## src/rtl/softmax_pkg.sv

```systemverilog
// ============================================================================
// Module      : softmax_pkg
// Description : Shared constants and FSM state type for the softmax forward
//               and gradient units (Q1.15 probability datapath).
// Revision    : 1.0 - initial release
// ============================================================================
`default_nettype none

package softmax_pkg;

    localparam int NUM_CLASSES = 10;
    localparam int DATA_W      = 16;

    // Largest positive Q1.15 value, used as "1.0"
    localparam logic [15:0] Q15_ONE = 16'h7FFF;

    typedef enum logic [1:0] {
        IDLE = 2'd0,
        SCAN = 2'd1,
        HOLD = 2'd2
    } sm_state_t;

endpackage

`default_nettype wire

```

## src/rtl/sat_sub_q15.sv

```systemverilog
// ============================================================================
// Module      : sat_sub_q15
// Description : Combinational Q1.15 subtract. Both operands are treated as
//               non-negative, the difference is formed one bit wider and
//               saturated to the symmetric range [-MAX, +MAX].
// Revision    : 1.0 - initial release
// ============================================================================
`default_nettype none

module sat_sub_q15 #(
    parameter int W = 16
) (
    input  logic [W-1:0] minuend_i,
    input  logic [W-1:0] subtrahend_i,
    output logic [W-1:0] diff_o
);

    // Symmetric bounds: the most negative code is never produced
    localparam logic signed [W:0] C_MAX = {2'b00, {(W-1){1'b1}}};
    localparam logic signed [W:0] C_MIN = -C_MAX;

    logic signed [W:0] w_diff;

    assign w_diff = $signed({1'b0, minuend_i}) - $signed({1'b0, subtrahend_i});

    // Clip the wide difference into the representable signed range
    always_comb begin
        diff_o = w_diff[W-1:0];
        if (w_diff > C_MAX) begin
            diff_o = C_MAX[W-1:0];
        end else if (w_diff < C_MIN) begin
            diff_o = C_MIN[W-1:0];
        end
    end

endmodule

`default_nettype wire

```

## src/rtl/softmax_grad_unit.sv

```systemverilog
// ============================================================================
// Module      : softmax_grad_unit
// Description : Cross-entropy softmax gradient (p - onehot(label)), argmax
//               prediction and saturating correct-prediction counter. One
//               class is processed per cycle; results are held until taken.
//               Optional macro SOFTMAX_GRAD_SCALE_EN: each gradient is
//               arithmetic-right-shifted by LR_SHIFT before registering.
// Revision    : 1.0 - initial release
// ============================================================================
`default_nettype none

module softmax_grad_unit #(
    parameter int NUM_CLASSES = softmax_pkg::NUM_CLASSES,
    parameter int DATA_W      = softmax_pkg::DATA_W,
    parameter int LR_SHIFT    = 3
) (
    input  logic                          clk,
    input  logic                          rst_n,
    input  logic [NUM_CLASSES*DATA_W-1:0] probs_in,
    input  logic [3:0]                    label,
    input  logic                          in_valid,
    output logic                          in_ready,
    output logic [NUM_CLASSES*DATA_W-1:0] grad_out,
    output logic [3:0]                    pred_class,
    output logic                          correct,
    output logic                          label_err,
    output logic [15:0]                   correct_cnt,
    output logic                          out_valid,
    input  logic                          out_ready
);

    import softmax_pkg::*;

    localparam logic [DATA_W-1:0] C_ONE      = DATA_W'(Q15_ONE);
    localparam logic [3:0]        C_LAST_IDX = 4'(NUM_CLASSES - 1);

    sm_state_t                     state_q;
    logic [NUM_CLASSES*DATA_W-1:0] probs_q;
    logic [NUM_CLASSES*DATA_W-1:0] grad_q;
    logic [3:0]                    label_q;
    logic [3:0]                    idx_q;
    logic [3:0]                    best_idx_q;
    logic [DATA_W-1:0]             best_val_q;
    logic [3:0]                    pred_q;
    logic                          correct_q;
    logic                          label_err_q;
    logic [15:0]                   correct_cnt_q;
    logic                          out_valid_q;
    logic                          in_ready_q;

    logic [DATA_W-1:0] w_p_raw;
    logic [DATA_W-1:0] w_p;
    logic [DATA_W-1:0] w_onehot;
    logic [DATA_W-1:0] w_grad_sat;
    logic [DATA_W-1:0] w_grad_fin;
    logic              w_label_err;
    logic [3:0]        best_idx_d;
    logic [DATA_W-1:0] best_val_d;
    logic [15:0]       correct_cnt_d;

    // Current class probability; values with the sign bit set exceed 1.0
    // and are clamped so the datapath stays within Q1.15
    assign w_p_raw = probs_q[int'(idx_q)*DATA_W +: DATA_W];
    assign w_p     = w_p_raw[DATA_W-1] ? C_ONE : w_p_raw;

    assign w_label_err = (int'(label_q) >= NUM_CLASSES);
    assign w_onehot    = (!w_label_err && (idx_q == label_q)) ? C_ONE : '0;

    sat_sub_q15 #(
        .W (DATA_W)
    ) u_sat_sub (
        .minuend_i    (w_p),
        .subtrahend_i (w_onehot),
        .diff_o       (w_grad_sat)
    );

`ifdef SOFTMAX_GRAD_SCALE_EN
    assign w_grad_fin = $signed(w_grad_sat) >>> LR_SHIFT;
`else
    assign w_grad_fin = w_grad_sat;
`endif

    // Strict compare keeps the lowest index on ties
    assign best_idx_d = (w_p > best_val_q) ? idx_q : best_idx_q;
    assign best_val_d = (w_p > best_val_q) ? w_p   : best_val_q;

    assign correct_cnt_d = (correct_cnt_q == 16'hFFFF) ? correct_cnt_q
                                                        : correct_cnt_q + 16'd1;

    // Capture / scan / hold sequencing with all outputs registered
    always_ff @(posedge clk or negedge rst_n) begin
        if (!rst_n) begin
            state_q       <= IDLE;
            probs_q       <= '0;
            grad_q        <= '0;
            label_q       <= '0;
            idx_q         <= '0;
            best_idx_q    <= '0;
            best_val_q    <= '0;
            pred_q        <= '0;
            correct_q     <= 1'b0;
            label_err_q   <= 1'b0;
            correct_cnt_q <= '0;
            out_valid_q   <= 1'b0;
            in_ready_q    <= 1'b1;
        end else begin
            case (state_q)
                IDLE: begin
                    if (in_valid && in_ready_q) begin
                        probs_q    <= probs_in;
                        label_q    <= label;
                        idx_q      <= '0;
                        best_val_q <= '0;
                        best_idx_q <= '0;
                        in_ready_q <= 1'b0;
                        state_q    <= SCAN;
                    end
                end
                SCAN: begin
                    grad_q[int'(idx_q)*DATA_W +: DATA_W] <= w_grad_fin;
                    best_idx_q <= best_idx_d;
                    best_val_q <= best_val_d;
                    if (idx_q == C_LAST_IDX) begin
                        pred_q      <= best_idx_d;
                        correct_q   <= !w_label_err && (best_idx_d == label_q);
                        label_err_q <= w_label_err;
                        out_valid_q <= 1'b1;
                        state_q     <= HOLD;
                    end else begin
                        idx_q <= idx_q + 4'd1;
                    end
                end
                HOLD: begin
                    if (out_ready) begin
                        if (correct_q) begin
                            correct_cnt_q <= correct_cnt_d;
                        end
                        out_valid_q <= 1'b0;
                        in_ready_q  <= 1'b1;
                        idx_q       <= '0;
                        state_q     <= IDLE;
                    end
                end
                default: begin
                    out_valid_q <= 1'b0;
                    in_ready_q  <= 1'b1;
                    state_q     <= IDLE;
                end
            endcase
        end
    end

    assign in_ready    = in_ready_q;
    assign grad_out    = grad_q;
    assign pred_class  = pred_q;
    assign correct     = correct_q;
    assign label_err   = label_err_q;
    assign correct_cnt = correct_cnt_q;
    assign out_valid   = out_valid_q;

endmodule

`default_nettype wire

```

## config.mk

```make
export PLATFORM = sky130hd
export DESIGN_NAME = softmax_grad_unit
export DESIGN_NICKNAME = d
export VERILOG_FILES = /design/src/rtl/softmax_pkg.sv /design/src/rtl/sat_sub_q15.sv /design/src/rtl/softmax_grad_unit.sv
export SDC_FILE = /design/constraint.sdc
export NUM_CORES = 1
export LEC_CHECK = 0
export ABC_AREA = 1
export BUFFER_PORTS_ARGS = -buffer_cell sky130_fd_sc_hd__clkbuf_2
export CORE_MARGIN = 2
export CORE_UTILIZATION = 58
export CTS_CLUSTER_DIAMETER = 40
export DETAILED_ROUTE_END_ITERATION = 8
export MAX_ROUTING_LAYER = met4
export PLACE_DENSITY = 0.84
export SYNTH_ARGS = -nofsm -noshare
export SYNTH_HDL_FRONTEND = slang
export SYNTH_HIERARCHICAL = 1
export SYNTH_SLANG_ARGS = --single-unit
```

## constraint.sdc

```tcl
create_clock -name clk -period 18.5 [get_ports clk]
set_clock_uncertainty 0.1 [all_clocks]
set_input_delay 0.925 -clock clk [delete_from_list [all_inputs] [get_ports clk]]
set_output_delay 0.925 -clock clk [all_outputs]
set_load 0.03 [all_outputs]
```

---- Yosys cells after proc, flatten, opt, wreduce, memory -nomap -nowiden ----
Cells that the tools add are included.
W data, S select, Z words.
storage, ports and cells
  bits in registers ....................... 374
  bits in latches ......................... 0
  RAM bits ................................ 0
  ROM bits ................................ 0
  input bits .............................. 168
  output and inout bits ................... 184
  logic and storage cells ................. 78
  memories ................................ 0
cells by class
  add/sub/neg operators ................... 4
  multiply operators ...................... 0
  divide/modulo/power cells ............... 0
  order comparisons ....................... 4
  equality and inequality tests ........... 11
  shift operators ......................... 3
  multiplexer cells ....................... 24
  bitwise gates (word level) .............. 3
  reductions and logical operators ........ 16
operators with widths
  operator                     number
  $bwmux W160                  1
  $shift A16 B33 Y160 const A  1
  $shiftx A16 B33 Y160         1
  $shiftx A160 B9 Y16          1
  $mux W16                     4
  $neg A8 Y33                  1
  $pmux W16 S2                 1
  $mux W15                     2
  $gt A17 B16 Y1 const B       1
  $lt A17 B16 Y1 const B       1
  $add A16 B1 Y16 const B      1
  $eq A16 B16 Y1 const B       1
  $gt A15 B16 Y1               1
  $mux W4                      4
  $sub A15 B15 Y16             1
  $pmux W4 S3                  1
  $reduce_and A3 Y1            4
  $ne A2 B2 Y1 const B         5
  $eq A4 B4 Y1                 2
  $pmux W4 S2                  1
  $reduce_and A4 Y1            2
  $mux W2                      3
  $pmux W1 S3                  2
  $pmux W2 S3                  1
  13 further kinds             22

---- Logic depth before layout (Yosys ltp) ----
Gate-level depths: netlist of run 1.
  depth after elaboration ................. 10
  gate-level depth with buffers ........... 33

---- By module ----
Netlist of run 1, hierarchy kept.
by module, submodules not included
  module             instances  cells each  area each (µm²)  seq. area each (µm²)
  softmax_grad_unit  1          2096        17336.6          9335.2
  sat_sub_q15        1          245         1260.0           0.0

---- Worst setup path before layout of run 1 ----
No wires, ideal clock.
  kind .................................... reg2reg
  from .................................... register idx_q[0]
  to ...................................... register grad_q[80], in the netlist grad_out[80]
  library setup time ...................... 95 ps
  data arrival time ....................... 5652 ps
  required time ........................... 18305 ps
  setup slack ............................. 12653 ps
  cell stages (with the launch flop) ...... 28
  path buffers ............................ 5
  path through ............................ dfrtp_1 -> buf_2 -> buf_2 -> buf_2 -> buf_2 -> xor2_1 -> a2111oi_0 -> ha_1 -> fa_1 -> inv_1 -> nand2_1 -> nand2_1 -> nand3_2 -> nand2_1 -> nand3_1 -> nand2_1 -> nand2_1 -> nand2_1 -> nor2_1 -> nand3_1 -> nand2_2 -> nand2_4 -> buf_12 -> nand3_1 -> inv_1 -> nor3_1 -> inv_1 -> o31ai_1
on the way
  word-level cells in the longest chain between the ends .. 9
  elaborated cells on any way between the ends .. 14
ends and longest elaborated chain
  element                        line                      RTL
  start, declared                softmax_grad_unit.sv:41   logic [3:0] idx_q;
  start signal, assigned         softmax_grad_unit.sv:130  idx_q <= idx_q + 4'd1;
  $eq A4 B4 Y1 *                 softmax_grad_unit.sv:67   assign w_onehot = (!w_label_err && (idx_q == label_q)) ? C_ONE : '0;
  $logic_and A1 B1 Y1 *          softmax_grad_unit.sv:67
  $mux W15 *                     softmax_grad_unit.sv:67
  net w_onehot[0]                softmax_grad_unit.sv:53   logic [DATA_W-1:0] w_onehot;
  $sub A15 B15 Y16 *             sat_sub_q15.sv:24         assign w_diff = $signed({1'b0, minuend_i}) - $signed({1'b0, subtrahend_i});
  $lt A17 B16 Y1                 sat_sub_q15.sv:31         end else if (w_diff < C_MIN) begin
  $mux W16                       sat_sub_q15.sv:31
  $mux W16 *                     sat_sub_q15.sv:29         if (w_diff > C_MAX) begin
  net w_grad_fin[0]              softmax_grad_unit.sv:55   logic [DATA_W-1:0] w_grad_fin;
  $shiftx A16 B33 Y160 *         softmax_grad_unit.sv:120  grad_q[int'(idx_q)*DATA_W +: DATA_W] <= w_grad_fin;
  $bwmux W160 *                  softmax_grad_unit.sv:120
  end signal, assigned by index  softmax_grad_unit.sv:120
  end, declared                  softmax_grad_unit.sv:39   logic [NUM_CLASSES*DATA_W-1:0] grad_q;
Mark *: on every way through the listed nets, which the timed path passes. The rest lies on a longest branch.
A chain may end at the register's enable or synchronous reset.

---- Worst setup path in the final report of run 1 ----
  from .................................... register idx_q[0]
  to ...................................... register grad_q[80], in the netlist grad_out[80]
on the way
  word-level cells in the longest chain between the ends .. 9
  elaborated cells on any way between the ends .. 14
ends and longest elaborated chain
  element                                                                      line
  parallel branches: the longest is 3 deep, another holds $shiftx A160 B9 Y16  n/a
  $sub A15 B15 Y16 *                                                           sat_sub_q15.sv:24
  $lt A17 B16 Y1                                                               sat_sub_q15.sv:31
  $mux W16                                                                     sat_sub_q15.sv:31
  $mux W16 *                                                                   sat_sub_q15.sv:29
  net w_grad_fin[0]                                                            softmax_grad_unit.sv:55
  $shiftx A16 B33 Y160 *                                                       softmax_grad_unit.sv:120
  $bwmux W160 *                                                                softmax_grad_unit.sv:120
Mark *: on every way through the listed nets, which the timed path passes.

==> results of run 1 <==
per-layer routing:
metal	global-route usage, %	part of all wire (%)
met1	45.2	39
met5	-	0
met4	16.3	5.3
met2	53.3	46
met3	5.82	9.8
registers in the layout (all words and copies together), names as in the netlist, 2 cells and up:
signal,flops
best_val_q,15
pred_class,4
grad_out,160
probs_q,160
label_q,4
idx_q,4
best_idx_q,4
state_q,2
correct_cnt,16
placed cells by master (no fill, tap or decap), drive strengths merged:
master      n
nand3b      2
clkbuf    407
a21oi      29
nand2     930
o31ai      36
bufinv      3
nor2      142
nand3     155
fa          1
o41ai      13
nor3       67
or2         1
o211ai     10
xor2       13
a2111oi     1
inv       167
clkinvlp   10
a21o        2
o22ai      17
nand4      10
clkinv     12
o221ai     21
dfrtp     372
conb        2
dfstp       1
o21a        6
nor4        2
xnor2       7
buf        20
a31oi       1
o21bai      1
o21ai     165
ha         38
cells by family after synthesis:
| logic type | after synthesis | share of synthesized area [%] |
|---|---|---|
| AO/OA/AOI/OAI | 302 | 10.1 |
| flip-flops | 373 | 50.2 |
| XOR/XNOR | 20 | 1.08 |
| adder cells (fa/ha/maj) | 39 | 2.66 |
| buffers and inverters | 297 | 6.79 |
| AND/OR/NAND/NOR | 1309 | 29.1 |
| other | 1 | 0.0202 |
final timing paths:
check | from | to
max | idx_q[0] | grad_out[80]
min | rst_n | correct_cnt[8]
min in group clk | probs_q[22] | probs_q[22]
max reg2reg | idx_q[0] | grad_out[80]
max in group asynchronous | rst_n | idx_q[0]
min reg2reg | probs_q[22] | probs_q[22]
cell usage after synthesis, types with 8 or more instances:
cell | instances | area share, %
a21oi_1 | 28 | 0.75
buf_2 | 64 | 1.7
clkbuf_1 | 55 | 1.1
dfrtp_1 | 372 | 50
ha_1 | 38 | 2.6
inv_1 | 148 | 3.0
inv_2 | 14 | 0.28
nand2_1 | 908 | 18
nand2_2 | 21 | 0.71
nand3_1 | 152 | 4.1
nand4_1 | 10 | 0.34
nor2_1 | 130 | 2.6
nor2_2 | 8 | 0.27
nor3_1 | 64 | 1.7
o211ai_1 | 10 | 0.40
o21ai_0 | 145 | 3.9
o21ai_1 | 19 | 0.51
o221ai_1 | 21 | 0.99
o22ai_1 | 17 | 0.57
o31ai_1 | 22 | 0.89
o31ai_2 | 14 | 0.94
o41ai_1 | 13 | 0.61
xor2_1 | 12 | 0.57
metrics by stage:
step,setup slack [ns],util (%),hold WS [ns]
floorplan,12.65,-,0.344
global placement,13.33,64.7,0.356
detailed placement,13.27,64.7,0.362
CTS,13.25,69.6,0.355
global route,12.79,69.6,0.369
finish,13.12,69.6,0.303
area by class of cell:
class	count	area [um2]
sequential	373	9340
inverter	164	622
clock inverter	28	327
timing repair buffer	370	1920
fill	2460	9590
clock buffer	57	1220
multi-input combinational	1672	8030
tap	402	503
==> run metrics, run 1 <==
worst reg2reg path depth 24; number of global-route vias before repair 16958; CTS Hold Bufs 0; Max-slew headroom 12.1%; DIE WIDTH 183 um; Post-Route Setup TNS 0 ns; grt total ovfl 0; HPWL Detailed 39600 um; Critical-path top delay cell buf_4; Final Hold Violating Endpoints 0; Synth-to-Final Area Change 18.1%; Clk pin slew, worst setup/hold paths 0.06 ns; DR vias 17807; delay-heaviest family, CP simple AND/OR/NAND/NOR gates; WP depth 24; critical path arrival 5.73 ns; first-pass GRT wire length 89600 um; placed cells 2981; drt pass-1 iters 6; H-tree levels 2; clk_lat worst skew 0.55 ns; RSZ-0062 raised after global routing no; post-synthesis register bit count 373; initial DRC count 2407; die area 33500 um2; Post-synth EDFFs 0; I/O pin total 352; WP buf/inv 5; Async SR Flop Fraction 100%; Largest stage delay, worst path 0.58 ns; Min Clock Period, post-route 5.38 ns; Setup CP Type reg -> reg; GP Congestion 0.961; I/O Buffers 351; worst hold path class in -> async; TritonCTS Sinks 373; CP Launch Type register; Final period util 29.1%; Pins Over Slew Limit 0; final instance area 22000 um2; Setup Fix Bufs, Post-CTS 0; DRC 0; CP endpoint kind register; Max-cap violations 0; Post-Synthesis Cell Area 18600 um2; # diodes 0; core footprint 31600 um2; count of cell types in the netlist 53; CTS tree built; post-synthesis sequential area ratio 50.2%; status finished clean; worst slew pin tran 1.31 ns; Mapped Avg Cell Area 7.94 um2; Post-synth top flop dfrtp_1; r2r setup slk 13.12 ns; PostCTS Resize Cnt 0; Initial Util 58.9%; final net count 2834; DP Area 20400 um2; most frequent CP cell nand2_1; Root Driver clkbuf_16; Max Clock Freq 186 MHz; die height 183 um; GR Util All Layers 34.6%; layout cells sized above 1 19.7%; pin count of the biggest net entering global routing 190; # rows 65; worst path cell trace clkinv_2 > buf_4 > o21ai_0 > o221ai_1 > o211ai_1 > nand3_1 > ha_1 > nand2_1 > inv_1 > nand2_1 > nand2_1 > a21oi_1 > nand2_1 > nand2_1 > nand2_1 > nor2_1 > nand3_1 > nand2_2 > nand2_4 > nand3_1 > inv_1 > nor3_1 > inv_1 > o31ai_1; post-route ant nets 0; Routed WL 56700 um; DR WL/cell 18.5 um; YS warnings 6; worst-path fanout max 61; Max clock buf depth 3; Via density 5.81; number of CTS-inserted buffers 46; # setup viols final 0; initial antenna violation count 0; Critical Path RT 18.84 ns; Synth Instances 2341; Layout Cells excl Fill 3066
Power of run 1 is left out: the tool's default activity adds up to more than one toggle a clock period on the data nets, which glitch-free logic cannot reach.
==> run 2: changes to the inputs <==
--- a/config.mk
+++ b/config.mk
@@ -5,14 +5,14 @@
 export SDC_FILE = /design/constraint.sdc
 export NUM_CORES = 1
 export LEC_CHECK = 0
-export ABC_AREA = 1
+export ABC_AREA = 0
 export BUFFER_PORTS_ARGS = -buffer_cell sky130_fd_sc_hd__clkbuf_2
 export CORE_MARGIN = 2
-export CORE_UTILIZATION = 58
+export CORE_UTILIZATION = 56
 export CTS_CLUSTER_DIAMETER = 40
 export DETAILED_ROUTE_END_ITERATION = 8
 export MAX_ROUTING_LAYER = met4
-export PLACE_DENSITY = 0.84
+export PLACE_DENSITY = 0.82
 export SYNTH_ARGS = -nofsm -noshare
 export SYNTH_HDL_FRONTEND = slang
 export SYNTH_HIERARCHICAL = 1
==> constraint.sdc (replaced) <==
create_clock -name clk -period 5.05 [get_ports clk]
set_clock_uncertainty 0.1 [all_clocks]
set_input_delay 0.2525 -clock clk [delete_from_list [all_inputs] [get_ports clk]]
set_output_delay 0.2525 -clock clk [all_outputs]
set_load 0.03 [all_outputs]
==> run metrics, run 2 <==
Critical-path top delay cell o31ai_2; synth top area cells dfrtp_1 52%, nand2_1 17%, mux4_2 4.0%; worst slew pin tran 1.25 ns (-0.0639 ns); count of cell types in the netlist 84 (+58%); post-synthesis register bit count 373 (unchanged); die height 182 um (-0.42%); die area 33200 um2 (-0.83%); RSZ-0062 raised after global routing no; H-tree levels 2 (unchanged); number of global-route vias before repair 16620 (-2.0%); Routed WL 58300 um (+2.8%); Post-synth top flop dfrtp_1; I/O Buffers 351 (unchanged); commonest cells in the netlist 789 x nand2_1, 372 x dfrtp_1, 140 x o21ai_0; HPWL Detailed 35000 um (-12%); Post-Route Setup TNS 0 ns (unchanged); Worst Setup SP idx_q[0]; CTS tree built; post-synth top area cell dfrtp_1; initial antenna violation count 3 (+3); TritonCTS Sinks 373 (unchanged); Max-slew headroom 16.4% (+4.3 points); Layout Cells excl Fill 2835 (-7.5%); count leader, synth nand2_1; YS warnings 6 (unchanged); GP Congestion 0.931 (-3.2%); Max clock buf depth 3 (unchanged); post-synthesis sequential area ratio 52.4% (+2.2 points); CP Launch Type register; drt pass-1 iters 6 (unchanged); Final Hold Violating Endpoints 0 (unchanged); Initial Util 56.7% (-2.2 points); critical path arrival 5.11 ns (-0.62 ns); I/O pin total 352 (unchanged); Post-synth EDFFs 0 (unchanged); Root Driver clkbuf_16; status finished clean; commonest non-fill, non-tap cell in the layout nand2_1; Largest stage delay, worst path 0.80 ns (+0.22 ns); number of CTS-inserted buffers 44 (-4.3%); Pins Over Slew Limit 0 (unchanged); # rows 65 (unchanged); CP endpoint kind register; placed cells 2584 (-13%); grt total ovfl 0 (unchanged); DR WL/cell 20.6 um (+11%); Yosys top cell area share 52.3% (+2.2 points); # setup viols final 0 (unchanged); Synth Instances 1918 (-18%); Mapped Avg Cell Area 9.28 um2 (+17%); worst hold path class in -> reg; Max-cap violations 0 (unchanged); Async SR Flop Fraction 100% (unchanged); Synth-to-Final Area Change 29.8%; Clk pin slew, worst setup/hold paths 0.06 ns (about the same); first-pass GRT wire length 91100 um (+1.7%); final net count 2601 (-8.2%); post-route ant nets 0 (unchanged); Setup Fix Bufs, Post-CTS 0 (unchanged); initial DRC count 1496 (-38%); core footprint 31400 um2 (-0.52%); DIE WIDTH 182 um (-0.42%); Via density 5.87 (+1.1%); Post-Synthesis Cell Area 17800 um2 (-4.3%); Max Clock Freq 210 MHz (+13%); Setup CP Type reg -> reg; Min Clock Period, post-route 4.77 ns (-0.611 ns); Core Util, Final 73.6% (+4.0 points); Hold Slack 0.128 ns (-0.176 ns); most frequent cells in the layout 789 x nand2_1, 370 x dfrtp_1, 350 x clkbuf_2; FILL cells 2070 (-16%); worst path cell trace buf_12 > mux4_2 > mux2i_1 > o221ai_1 > ha_1 > nor2_1 > a211o_1 > a21o_1 > a21o_1 > a21oi_4 > nor2_1 > o31ai_2 > nand2_1 > o21ai_0; GR Util All Layers 36.1% (+1.5 points); Reg-to-Reg Start idx_q[0]; DR vias 16642 (-6.5%); layout cells sized above 1 22.4% (+2.7 points); Hold Startpoint in_valid; worst-path fanout max 50 (-18%); pin count of the biggest net entering global routing 169 (-11%); Final period util 94.5% (+65 points); Critical Path RT 5.39 ns (-13.45 ns); DRC 0 (unchanged); clk_lat worst skew 0.56 ns (about the same)
==> run 2: changes by cell type in the layout (fill, tap and decap cells not counted), moves of 20 or more <==
cell,previous run,this run
mux2i_1,0,39
nor3_1,64,21
nand2_2,21,1
mux4_2,0,32
inv_1,148,42
nand2_1,907,789
nand3_1,152,7
dlygate4sd3_1,0,166
a22o_1,0,32
nor2_1,129,43
==> run 2: metrics by stage <==
| stage | setup WS, ns | instance area [um2] |
|---|---|---|
| after floorplan | 0.635 | 17800 |
| after global placement | 0.321 | 19900 |
| after detailed placement | 0.259 | 19900 |
| after CTS | 0.228 | 23100 |
| after global routing | 0.0104 | 23100 |
| final | 0.278 | 23100 |
==> run 2: cell families after synthesis <==
family / share of synthesized area [%]
xor+xnor: 1.46
mux: 7.13
simple gates: 21.1
compound gates: 10.8
other cells: 0.0211
fa+ha+maj: 3.34
flops: 52.4
buf+inv: 3.71
==> run 2: final timing paths <==
path,to,slack (ns),cells after the start
max,grad_out[119],0.28,14
min in group asynchronous,grad_out[139],0.27,2
min reg2reg,probs_q[146],0.38,2
max in group asynchronous,probs_q[63],3.31,3
max reg2reg,grad_out[119],0.28,14
min,state_q[0],0.13,4
==> run 2: layer usage <==
metal | vias to the layer above | share of wire (%) | GRT usage [%]
li1 | 7366 | - | -
met1 | 7992 | 36 | 42.5
met2 | 1033 | 48 | 58.7
met3 | 251 | 8.4 | 6.84
met4 | 0 | 6.7 | 20.7
met5 | - | 0 | -
==> run 2: cell type report <==
type	instances	area, um2	area share [%]
Multi-Input combinational cell	1383	7820	33.9
Clock buffer	60	1270	5.51
Inverter	43	161	0.699
Clock inverter	22	255	1.10
Sequential cell	373	9340	40.4
Timing Repair Buffer	549	3740	16.2
Tap cell	402	503	2.18
Antenna cell	3	7.51	0.0325
==> run 2: what timing repair did <==
item	4_1_cts	5_1_grt
gates resized for setup	0	1
hold buffers	166	0
endpoints found under the setup margin	0	6
endpoints found under the hold margin	282	0
==> run 2: worst max-delay path, delay by kind of cell (launching register included) <==
kind                       cells  cell delay [ns]
AOI/OAI and AO/OA              7             2.27
muxes                          2             0.83
DFF                            1             0.46
adders and majority gates      1             0.43
buffers and inverters          1             0.33
and+or+nand+nor                3             0.26
Power of run 2 is left out for the same reason.
==> run 3: changes to the inputs <==
--- a/config.mk
+++ b/config.mk
@@ -15,5 +15,4 @@
 export PLACE_DENSITY = 0.82
 export SYNTH_ARGS = -nofsm -noshare
 export SYNTH_HDL_FRONTEND = slang
-export SYNTH_HIERARCHICAL = 1
 export SYNTH_SLANG_ARGS = --single-unit
==> run metrics, run 3 <==
placed cells 2579 (-0.19%); Synth Instances 1830 (-4.6%); count leader, synth nand2_1; Post-Synthesis Cell Area 17600 um2 (-1.3%); Routed WL 66000 um (+13%); Initial Util 57.1% (+0.41 points); post-synthesis register bit count 373 (unchanged); Async SR Flop Fraction 100% (unchanged); clk_lat worst skew 0.56 ns (about the same); status finished, violations left; post-synthesis sequential area ratio 53.1% (+0.71 points); initial antenna violation count 1 (-2); TritonCTS Sinks 373 (unchanged); Pins Over Slew Limit 0 (unchanged); Max clock buf depth 3 (unchanged); grt total ovfl 0 (unchanged); DIE WIDTH 181 um (-0.66%); pin count of the biggest net entering global routing 166 (-1.8%); Via density 6.17 (+5.0%); Critical Path RT 5.38 ns (about the same); violated checks negative setup slack; final instance area 24800 um2 (+7.3%); initial DRC count 1907 (+27%); H-tree levels 2 (unchanged); CP Launch Type register; worst-path fanout max 7 (-86%); Post-Route Setup TNS -1.43 ns (-1.43 ns); Max-cap violations 0 (unchanged); Yosys top cell area share 53.0% (+0.71 points); # rows 64 (-1.5%); GP Congestion 0.994 (+6.8%); commonest cells in the netlist 698 x nand2_1, 372 x dfrtp_1, 106 x clkbuf_1; critical path arrival 5.50 ns (+0.39 ns); DR vias 17580 (+5.6%); layout cells sized above 1 32.3% (+9.9 points); YS warnings 0 (-6); FILL cells 1678 (-19%); synth top area cells dfrtp_1 53%, nand2_1 15%, mux4_2 3.5%; # setup viols final 49 (+49); Synth-to-Final Area Change 41.2%; Setup CP Type reg -> reg; number of global-route vias before repair 17638 (+6.1%); core footprint 30700 um2 (-2.0%); Max Clock Freq 193 MHz (-7.7%); commonest non-fill, non-tap cell in the layout nand2_1; Post-synth EDFFs 0 (unchanged); Synthesized Nets 2035; Final period util 102% (+7.9 points); RSZ-0062 raised after global routing yes; most frequent cells in the layout 697 x nand2_1, 370 x dfrtp_1, 350 x clkbuf_2; Clk pin slew, worst setup/hold paths 0.07 ns (about the same); post-place setup slack -0.341 ns (-0.599 ns); post-synth top area cell dfrtp_1; post-route ant nets 0 (unchanged); final net count 2622 (+0.81%); Max-slew headroom 4.86% (-11 points); worst hold path class in -> reg; HPWL Detailed 37400 um (+6.8%); min setup slack post-route -0.119 ns (-0.397 ns); count of cell types in the netlist 71 (-15%); CP endpoint kind register; I/O Buffers 351 (unchanged); Layout Cells excl Fill 2851 (+0.56%); DP Area 20500 um2 (+2.9%); Final Hold Violating Endpoints 0 (unchanged); DR WL/cell 23.1 um (+12%); drt pass-1 iters 7 (+1); GR Util All Layers 39.4% (+3.3 points); first-pass GRT wire length 98000 um (+7.5%); number of CTS-inserted buffers 46 (+4.5%); die height 181 um (-0.66%); Post-synth top flop dfrtp_1; I/O pin total 352 (unchanged); DRC 0 (unchanged); Root Driver clkbuf_16; Min Clock Period, post-route 5.17 ns (+0.397 ns); CTS tree built; Mapped Avg Cell Area 9.60 um2 (+3.4%); worst slew pin tran 1.42 ns (+0.174 ns); die area 32800 um2 (-1.3%)
[run 3: kinds of logic (layout without fill, tap and decap cells)]
logic type | Yosys count | after routing | synth area share, %
other | 0 | 2 | 0
buffers and inverters | 151 | 774 | 3.55
AND/OR/NAND/NOR | 862 | 862 | 20.1
flip-flops | 373 | 373 | 53.1
XOR/XNOR | 31 | 31 | 1.55
AO/OA/AOI/OAI | 270 | 270 | 10.8
adder cells (fa/ha/maj) | 38 | 38 | 2.74
multiplexers | 105 | 105 | 8.12
[run 3: metal layers]
layer	part of all wire (%)	up-vias	global-route usage (%)
li1	-	7389	-
met1	35	8432	45.9
met2	48	1373	63.5
met3	9.7	386	7.52
met4	8.0	0	24.6
met5	0	-	-
[run 3: timing repair]
item | CTS | global route
pin swaps | 27 | 61
hold endpoints to repair | 264 | 0
resized for setup | 57 | 155
setup endpoints to repair | 148 | 150
gates cloned | 1 | 1
hold buffers | 166 | 0
buffers inserted | 13 | 5
[run 3: area by class of cell]
type	count	area (um2)	area share, %
inverter	29	114	0.459
timing repair buffer	661	4710	19.0
clock inverter	29	375	1.51
multi-input combinational	1306	8550	34.5
antenna	2	5.00	0.0202
tap	396	495	2.00
clock buffer	55	1200	4.86
sequential	373	9340	37.7
[run 3: path summary, 6_finish.rpt]
kind | start | depth (start not counted) | slack (ns) | to
max | idx_q[0] | 20 | -0.12 | grad_out[101]
min | in_valid | 4 | 0.13 | in_ready
max reg2reg | idx_q[0] | 20 | -0.12 | grad_out[101]
min reg2reg | probs_q[34] | 2 | 0.38 | probs_q[34]
max in group asynchronous | rst_n | 3 | 3.39 | probs_q[110]
min in group asynchronous | rst_n | 2 | 0.19 | correct_cnt[10]
[run 3: through the flow]
step / hold WS [ns] / utilization (%)
2_1_floorplan: -0.143 / -
6_report: 0.133 / 80.6
3_5_place_dp: 0.211 / 66.6
5_1_grt: 0.165 / 80.6
3_3_place_gp: 0.213 / 66.6
4_1_cts: 0.117 / 78.2
[run 3: worst max-delay path, stage by stage, from the launching register on]
cell and delay (ns):
dfrtp_4 0.52, buf_6 0.16, mux2i_1 0.14, a221o_1 0.39
o21ai_2 0.24, nor2_2 0.10, ha_2 0.20, fa_2 0.36
nand2b_4 0.18, a21oi_4 0.18, nand3_2 0.08, o221a_2 0.27
o211ai_1 0.09, buf_4 0.17, xor2_1 0.09, nor4b_2 0.24
nand4b_1 0.14, o31ai_2 0.32, ha_4 0.31, bufbuf_16 0.30
o41ai_2 0.44
Power of run 3 is left out for the same reason.
